File: config.mk
export PLATFORM = sky130hd
export DESIGN_NAME = rom_loader
export DESIGN_NICKNAME = d
export VERILOG_FILES = /design/src/rtl/rom_loader.sv
export SDC_FILE = /design/constraint.sdc
export NUM_CORES = 1
export LEC_CHECK = 0
export BUFFER_PORTS_ARGS = -buffer_cell sky130_fd_sc_hd__buf_4
export CAP_MARGIN = 20
export CORE_UTILIZATION = 48
export DETAILED_ROUTE_END_ITERATION = 16
export PLACE_DENSITY = 0.78
export SYNTH_ARGS = -nofsm -noshare
export SYNTH_HDL_FRONTEND = slang
export SYNTH_SLANG_ARGS = --single-unit
File: constraint.sdc
create_clock -name clk_sys -period 2.42 [get_ports clk_sys]
set_clock_uncertainty 0.15 [all_clocks]
set_input_delay 0.605 -clock clk_sys [delete_from_list [all_inputs] [get_ports clk_sys]]
set_output_delay 0.605 -clock clk_sys [all_outputs]
set_load 0.005 [all_outputs]
File: src/rtl/rom_loader.sv
// ROM download router: splits the HPS byte stream into four region-relative write ports,
// checks the image size and drives the game core's load/reload reset.
module rom_loader #(
    parameter int ADDR_W   = 17,
    parameter int R0_END   = 'h0C000,
    parameter int R1_END   = 'h0E000,
    parameter int R2_END   = 'h14000,
    parameter int R3_END   = 'h15000,
    parameter int RST_HOLD = 1024
) (
    input  logic              clk_sys,
    input  logic              reset,
    input  logic              dl_active,
    input  logic              dl_wr,
    input  logic [24:0]       dl_addr,
    input  logic [7:0]        dl_data,
    output logic [3:0]        rom_wr,
    output logic [ADDR_W-1:0] rom_addr,
    output logic [7:0]        rom_data,
    output logic              core_reset,
    output logic              load_ok,
    output logic              load_err,
    output logic [24:0]       byte_count
);

    typedef enum logic [1:0] {
        ST_WAIT = 2'd0,
        ST_LOAD = 2'd1,
        ST_HOLD = 2'd2,
        ST_RUN  = 2'd3
    } state_t;

    localparam logic [24:0] R0_END_C = 25'(R0_END);
    localparam logic [24:0] R1_END_C = 25'(R1_END);
    localparam logic [24:0] R2_END_C = 25'(R2_END);
    localparam logic [24:0] R3_END_C = 25'(R3_END);
    localparam int HOLD_W = $clog2(RST_HOLD + 1);
    localparam logic [HOLD_W-1:0] HOLD_LAST_C = HOLD_W'(RST_HOLD - 1);

    state_t              state_r;
    state_t              state_next_s;
    logic                dl_active_q_r;
    logic [HOLD_W-1:0]   hold_cnt_r;
    logic                err_r;
    logic                rise_s;
    logic                accept_s;
    logic                load_entry_s;
    logic                check_ok_s;
    logic                in_range_s;
    logic [1:0]          region_s;
    logic [24:0]         base_s;
    logic [ADDR_W-1:0]   rel_addr_s;
    logic [3:0]          rom_wr_r;
    logic [ADDR_W-1:0]   rom_addr_r;
    logic [7:0]          rom_data_r;
    logic                core_reset_r;
    logic                load_ok_r;
    logic                load_err_r;
    logic [24:0]         byte_count_r;

    // The edge detector resets to "high" so a download already running at reset release
    // is not mistaken for a new one until dl_active has been seen low.
    assign rise_s       = dl_active & ~dl_active_q_r;
    assign accept_s     = (state_r == ST_LOAD) & dl_wr;
    assign load_entry_s = (state_next_s == ST_LOAD) & (state_r != ST_LOAD);
    assign check_ok_s   = (byte_count_r == R3_END_C) & ~err_r;
    assign rel_addr_s   = ADDR_W'(dl_addr - base_s);

    assign rom_wr     = rom_wr_r;
    assign rom_addr   = rom_addr_r;
    assign rom_data   = rom_data_r;
    assign core_reset = core_reset_r;
    assign load_ok    = load_ok_r;
    assign load_err   = load_err_r;
    assign byte_count = byte_count_r;

    // Region decode: first matching exclusive end wins.
    always_comb begin
        region_s   = 2'd0;
        base_s     = 25'd0;
        in_range_s = 1'b1;
        if (dl_addr < R0_END_C) begin
            region_s = 2'd0;
            base_s   = 25'd0;
        end else if (dl_addr < R1_END_C) begin
            region_s = 2'd1;
            base_s   = R0_END_C;
        end else if (dl_addr < R2_END_C) begin
            region_s = 2'd2;
            base_s   = R1_END_C;
        end else if (dl_addr < R3_END_C) begin
            region_s = 2'd3;
            base_s   = R2_END_C;
        end else begin
            in_range_s = 1'b0;
        end
    end

    // Next-state logic.
    always_comb begin
        state_next_s = state_r;
        case (state_r)
            ST_WAIT: begin
                if (rise_s) state_next_s = ST_LOAD;
                else        state_next_s = ST_WAIT;
            end
            ST_LOAD: begin
                if (!dl_active) state_next_s = ST_HOLD;
                else            state_next_s = ST_LOAD;
            end
            ST_HOLD: begin
                // byte_count and err_r are frozen in HOLD, so the live check is safe here
                if (rise_s)                         state_next_s = ST_LOAD;
                else if (hold_cnt_r == HOLD_LAST_C) state_next_s = check_ok_s ? ST_RUN : ST_WAIT;
                else                                state_next_s = ST_HOLD;
            end
            ST_RUN: begin
                if (rise_s) state_next_s = ST_LOAD;
                else        state_next_s = ST_RUN;
            end
            default: state_next_s = ST_WAIT;
        endcase
    end

    // State register, download edge detector and hold counter.
    always_ff @(posedge clk_sys or posedge reset) begin
        if (reset) begin
            state_r       <= ST_WAIT;
            dl_active_q_r <= 1'b1;
            hold_cnt_r    <= HOLD_W'(0);
        end else begin
            state_r       <= state_next_s;
            dl_active_q_r <= dl_active;
            if (state_r != ST_HOLD) begin
                hold_cnt_r <= HOLD_W'(0);
            end else if (hold_cnt_r != HOLD_LAST_C) begin
                hold_cnt_r <= hold_cnt_r + HOLD_W'(1);
            end else begin
                hold_cnt_r <= hold_cnt_r;
            end
        end
    end

    // Write routing, byte counting, status flags and the core reset.
    always_ff @(posedge clk_sys or posedge reset) begin
        if (reset) begin
            rom_wr_r     <= 4'b0000;
            rom_addr_r   <= '0;
            rom_data_r   <= 8'd0;
            core_reset_r <= 1'b1;
            load_ok_r    <= 1'b0;
            load_err_r   <= 1'b0;
            byte_count_r <= 25'd0;
            err_r        <= 1'b0;
        end else begin
            rom_wr_r     <= 4'b0000;
            core_reset_r <= (state_next_s != ST_RUN);
            if (load_entry_s) begin
                byte_count_r <= 25'd0;
                err_r        <= 1'b0;
                load_ok_r    <= 1'b0;
                load_err_r   <= 1'b0;
            end else if (accept_s) begin
                if (in_range_s) begin
                    rom_wr_r   <= 4'b0001 << region_s;
                    rom_addr_r <= rel_addr_s;
                    rom_data_r <= dl_data;
                    if (byte_count_r != {25{1'b1}}) byte_count_r <= byte_count_r + 25'd1;
                    else                            byte_count_r <= byte_count_r;
                end else begin
                    err_r <= 1'b1;
                end
            end else if ((state_r == ST_HOLD) && (hold_cnt_r == HOLD_W'(0))) begin
                load_ok_r  <= check_ok_s;
                load_err_r <= ~check_ok_s;
            end else begin
                load_ok_r  <= load_ok_r;
                load_err_r <= load_err_r;
            end
        end
    end

endmodule

==> impl_metrics.ini <==
[place]
hpwl_um = 6770
routabilityCongestion = 0.856
worst_setup_slack_before_clock_tree_synthesis_ps = -345
post-place-cells = 565
placed_area_um2 = 4660
number_of_input_and_output_port_buffers_inserted = 93

[timing]
timing.final.ws_setup_ps = 58.5
worst-slew-pin-transition_ps = 574
finalCritPeriodShare_pct = 97.6
worst_slew_margin_rel_pct = 61.6
drv_slew = 0
rsz0062_at_grt = yes
final-hold-violation-count = 0
clock.fmax_ghz = 0.423
setup_violations = 0
period_minus_slack_ps = 2360

[clocking]
tritoncts_clock_tree = yes
ctsHtreeMaxLevel = 3
clock_latency_ps = 340
clk_root_buffer_cell = sky130_fd_sc_hd__clkbuf_8
tritoncts_num_sinks = 72
numCtsBuffers = 9
ctsHoldBuffers = 0
clock_tree_buffer_depth = 2
worst_setup_hold_path_clk_slew_ps = 70

[drt]
avgViaCountPerCell = 5.53
post_drt_wl_per_cell_um = 15.3
dr.pass1.iters = 4
post-route-drc-count = 0
post_detailed_route_count_of_antenna_violating_nets = 0
route.vias.total = 3220
drt_iter0_drc = 160
detail_route.wirelength_um = 8930

[logic_synthesis]
synthesis.area_um2 = 3550
syn_inst = 345
yosys_register_bits = 72
syn-mean-instance-area_um2 = 10.3
ys_async_sr_fraction_pct = 100
synth_nets = 390
synth_seq_area_share_pct = 50.8
ys.flop_type = sky130_fd_sc_hd__dfrtp_1
yosysWarnings = 0
yosysUniqueCellTypes = 49
number_of_enable_type_register_cells_in_the_synthesized_netlist = 0

[global_routing]
global_route.usage.met1_pct = 31.6
grt_overflow = 0
vias_in_the_first_global_route = 3089
grt_util_all_layers_pct = 24.6
grt-busiest-layer = met2
groute.layer.met3.usage_pct = 5.09
grt_first_pass_wirelength_um = 14400
global_route_met2_usage_pct = 40.9
grt_max_degree = 31
antenna_violations_before_repair = 0

[final_layout]
filler_cell_count = 577
fin_area_um2 = 4890
post_layout_nonfiller_instances = 582
most-common-layout-cells = sky130_fd_sc_hd__buf_4, sky130_fd_sc_hd__dfrtp_1, sky130_fd_sc_hd__nand2_1
post_route_cells_drive_above_1_share_pct = 38.9
insertedDiodeCount = 0
layout.cells.most_common = sky130_fd_sc_hd__buf_4
area.growth.synth_to_final_pct = 37.5
layout.nets = 523
layout.core_utilization_pct = 67.7

[setup_path]
worstPathArrival_ps = 2480
endpoint_kind = flop
critical-path-max-stage-delay_ps = 570
path_max_fanout = 9
worst_ep_required_time_ps = 2530
timing.critical_path.buf_inv = 2
timing.critical_path.cells = buf_4 > or4_4 > nor3_4 > o211ai_4 > buf_4 > or4_1 > a21oi_1
critPathSlowestCell = sky130_fd_sc_hd__or4_4
type_of_the_setup_path_with_the_least_slack = in -> reg
cp-start-kind = input pin
path_common_cell = sky130_fd_sc_hd__buf_4
crit_family = simple AND/OR/NAND/NOR gates

[power_and_ir_drop]
static-leakage-power_uw = 0.00235
irDropWorstVdd_uv = 290
cellPowerDensity_nw_per_um2 = 491

[floorplanning]
die_x_um = 88.1
design.portCount = 94
placementRows = 31
dieHeight_um = 88.1
floorplan.initialDensity_pct = 49.3
die_area_um2 = 7750
core_um2 = 7210

[flow_run]
max_capacitance_violation_count = 0

[worst_hold_path]
min-delay-path-class = in -> async

[status]
status = finished, final reports clean
[metrics by stage]
stage          TNS [ps]  total power (uW)  hold WS (ps)
6_report              0              2400           179
5_1_grt           -24.0              2500           209
4_1_cts               0              2420           181
3_5_place_dp      -7390              1530           327
3_3_place_gp      -5330              1520           318
2_1_floorplan         0              1400           301
[cell type report]
class                           instances  area, um2  share of cell area, %
Clock inverter                          4       27.5                  0.563
Timing Repair Buffer                  134       1030                   21.1
Clock buffer                           12        165                   3.38
Tap cell                               99        124                   2.53
Inverter                               12       48.8                  0.998
Sequential cell                        72       1800                   36.9
Multi-Input combinational cell        249       1690                   34.5
[power by group]
group | switching (uW) | internal (uW) | leakage [uW]
Clock | 441 | 456 | 0.000102
Combinational | 127 | 115 | 0.00126
Sequential | 22.1 | 1240 | 0.000988
[registers in the layout (all words and copies together) (netlist names)]
name,cells
load_ok,1
rom_data,8
err_r,1
byte_count,25
dl_active_q_r,1
rom_wr,4
rom_addr,17
core_reset,1
hold_cnt_r,11
load_err,1
state_r,2
[kinds of logic (layout without fill, tap and decap cells)]
| family | Yosys count | after routing | synth area share, % |
|---|---|---|---|
| buffers and inverters | 24 | 162 | 2.89 |
| adders and majority gates | 8 | 8 | 3.03 |
| xor gates and xnor gates | 10 | 10 | 2.46 |
| and+or+nand+nor | 140 | 140 | 22.0 |
| AOI/OAI and AO/OA | 68 | 68 | 11.6 |
| DFF | 72 | 72 | 50.8 |
| muxes | 23 | 23 | 7.22 |
[worst paths after layout]
kind	start	end	slack [ps]	cells past startpoint
min	reset	rom_addr[3]$_DFFE_PP0P_	180	2
max reg2reg	byte_count[9]$_DFFE_PP0P_	byte_count[7]$_DFFE_PP0P_	100	7
min in group clk_sys	dl_active	dl_active_q_r$_DFF_PP1_	240	1
min reg2reg	rom_addr[16]$_DFFE_PP0P_	rom_addr[16]$_DFFE_PP0P_	350	2
max	dl_addr[22]	byte_count[9]$_DFFE_PP0P_	60	7
max in group asynchronous	reset	hold_cnt_r[1]$_DFFE_PP0P_	1380	3
[synthesized netlist by cell type (7+ instances only)]
| library cell | instances | area, um2 |
|---|---|---|
| sky130_fd_sc_hd__a21oi_1 | 25 | 125 |
| sky130_fd_sc_hd__dfrtp_1 | 70 | 1750 |
| sky130_fd_sc_hd__ha_1 | 7 | 87.6 |
| sky130_fd_sc_hd__inv_1 | 12 | 45.0 |
| sky130_fd_sc_hd__mux2_2 | 21 | 236 |
| sky130_fd_sc_hd__nand2_1 | 26 | 97.6 |
| sky130_fd_sc_hd__nand2b_1 | 7 | 43.8 |
| sky130_fd_sc_hd__nand3_1 | 10 | 50.1 |
| sky130_fd_sc_hd__nand4_1 | 15 | 93.8 |
| sky130_fd_sc_hd__nor2_1 | 24 | 90.1 |
| sky130_fd_sc_hd__nor3_1 | 8 | 40.0 |
| sky130_fd_sc_hd__nor4_1 | 8 | 50.1 |
| sky130_fd_sc_hd__o21ai_0 | 22 | 110 |
| sky130_fd_sc_hd__or3_1 | 15 | 93.8 |
[metal layers]
layer	wire, um	vias to the layer above
met4	144	0
met1	3840	1558
met2	4290	128
li1	-	1521
met3	657	13
met5	0	-
[timing repair]
item | in CTS | in global routing
endpoints found under the setup margin | 1 | 8
buffers inserted | 0 | 1
pin swaps | 0 | 4
gates resized for setup | 2 | 2
[worst register-to-register path, cell delays in order, from the launching register on]
cell and delay, ps:
sky130_fd_sc_hd__dfrtp_1 460, sky130_fd_sc_hd__nand4_1 230, sky130_fd_sc_hd__or4_1 540, sky130_fd_sc_hd__o211ai_4 330, sky130_fd_sc_hd__buf_4 200, sky130_fd_sc_hd__buf_4 120
sky130_fd_sc_hd__o21ai_0 90, sky130_fd_sc_hd__a21oi_1 130
No activity file was read; power rests on OpenSTA's default activity.
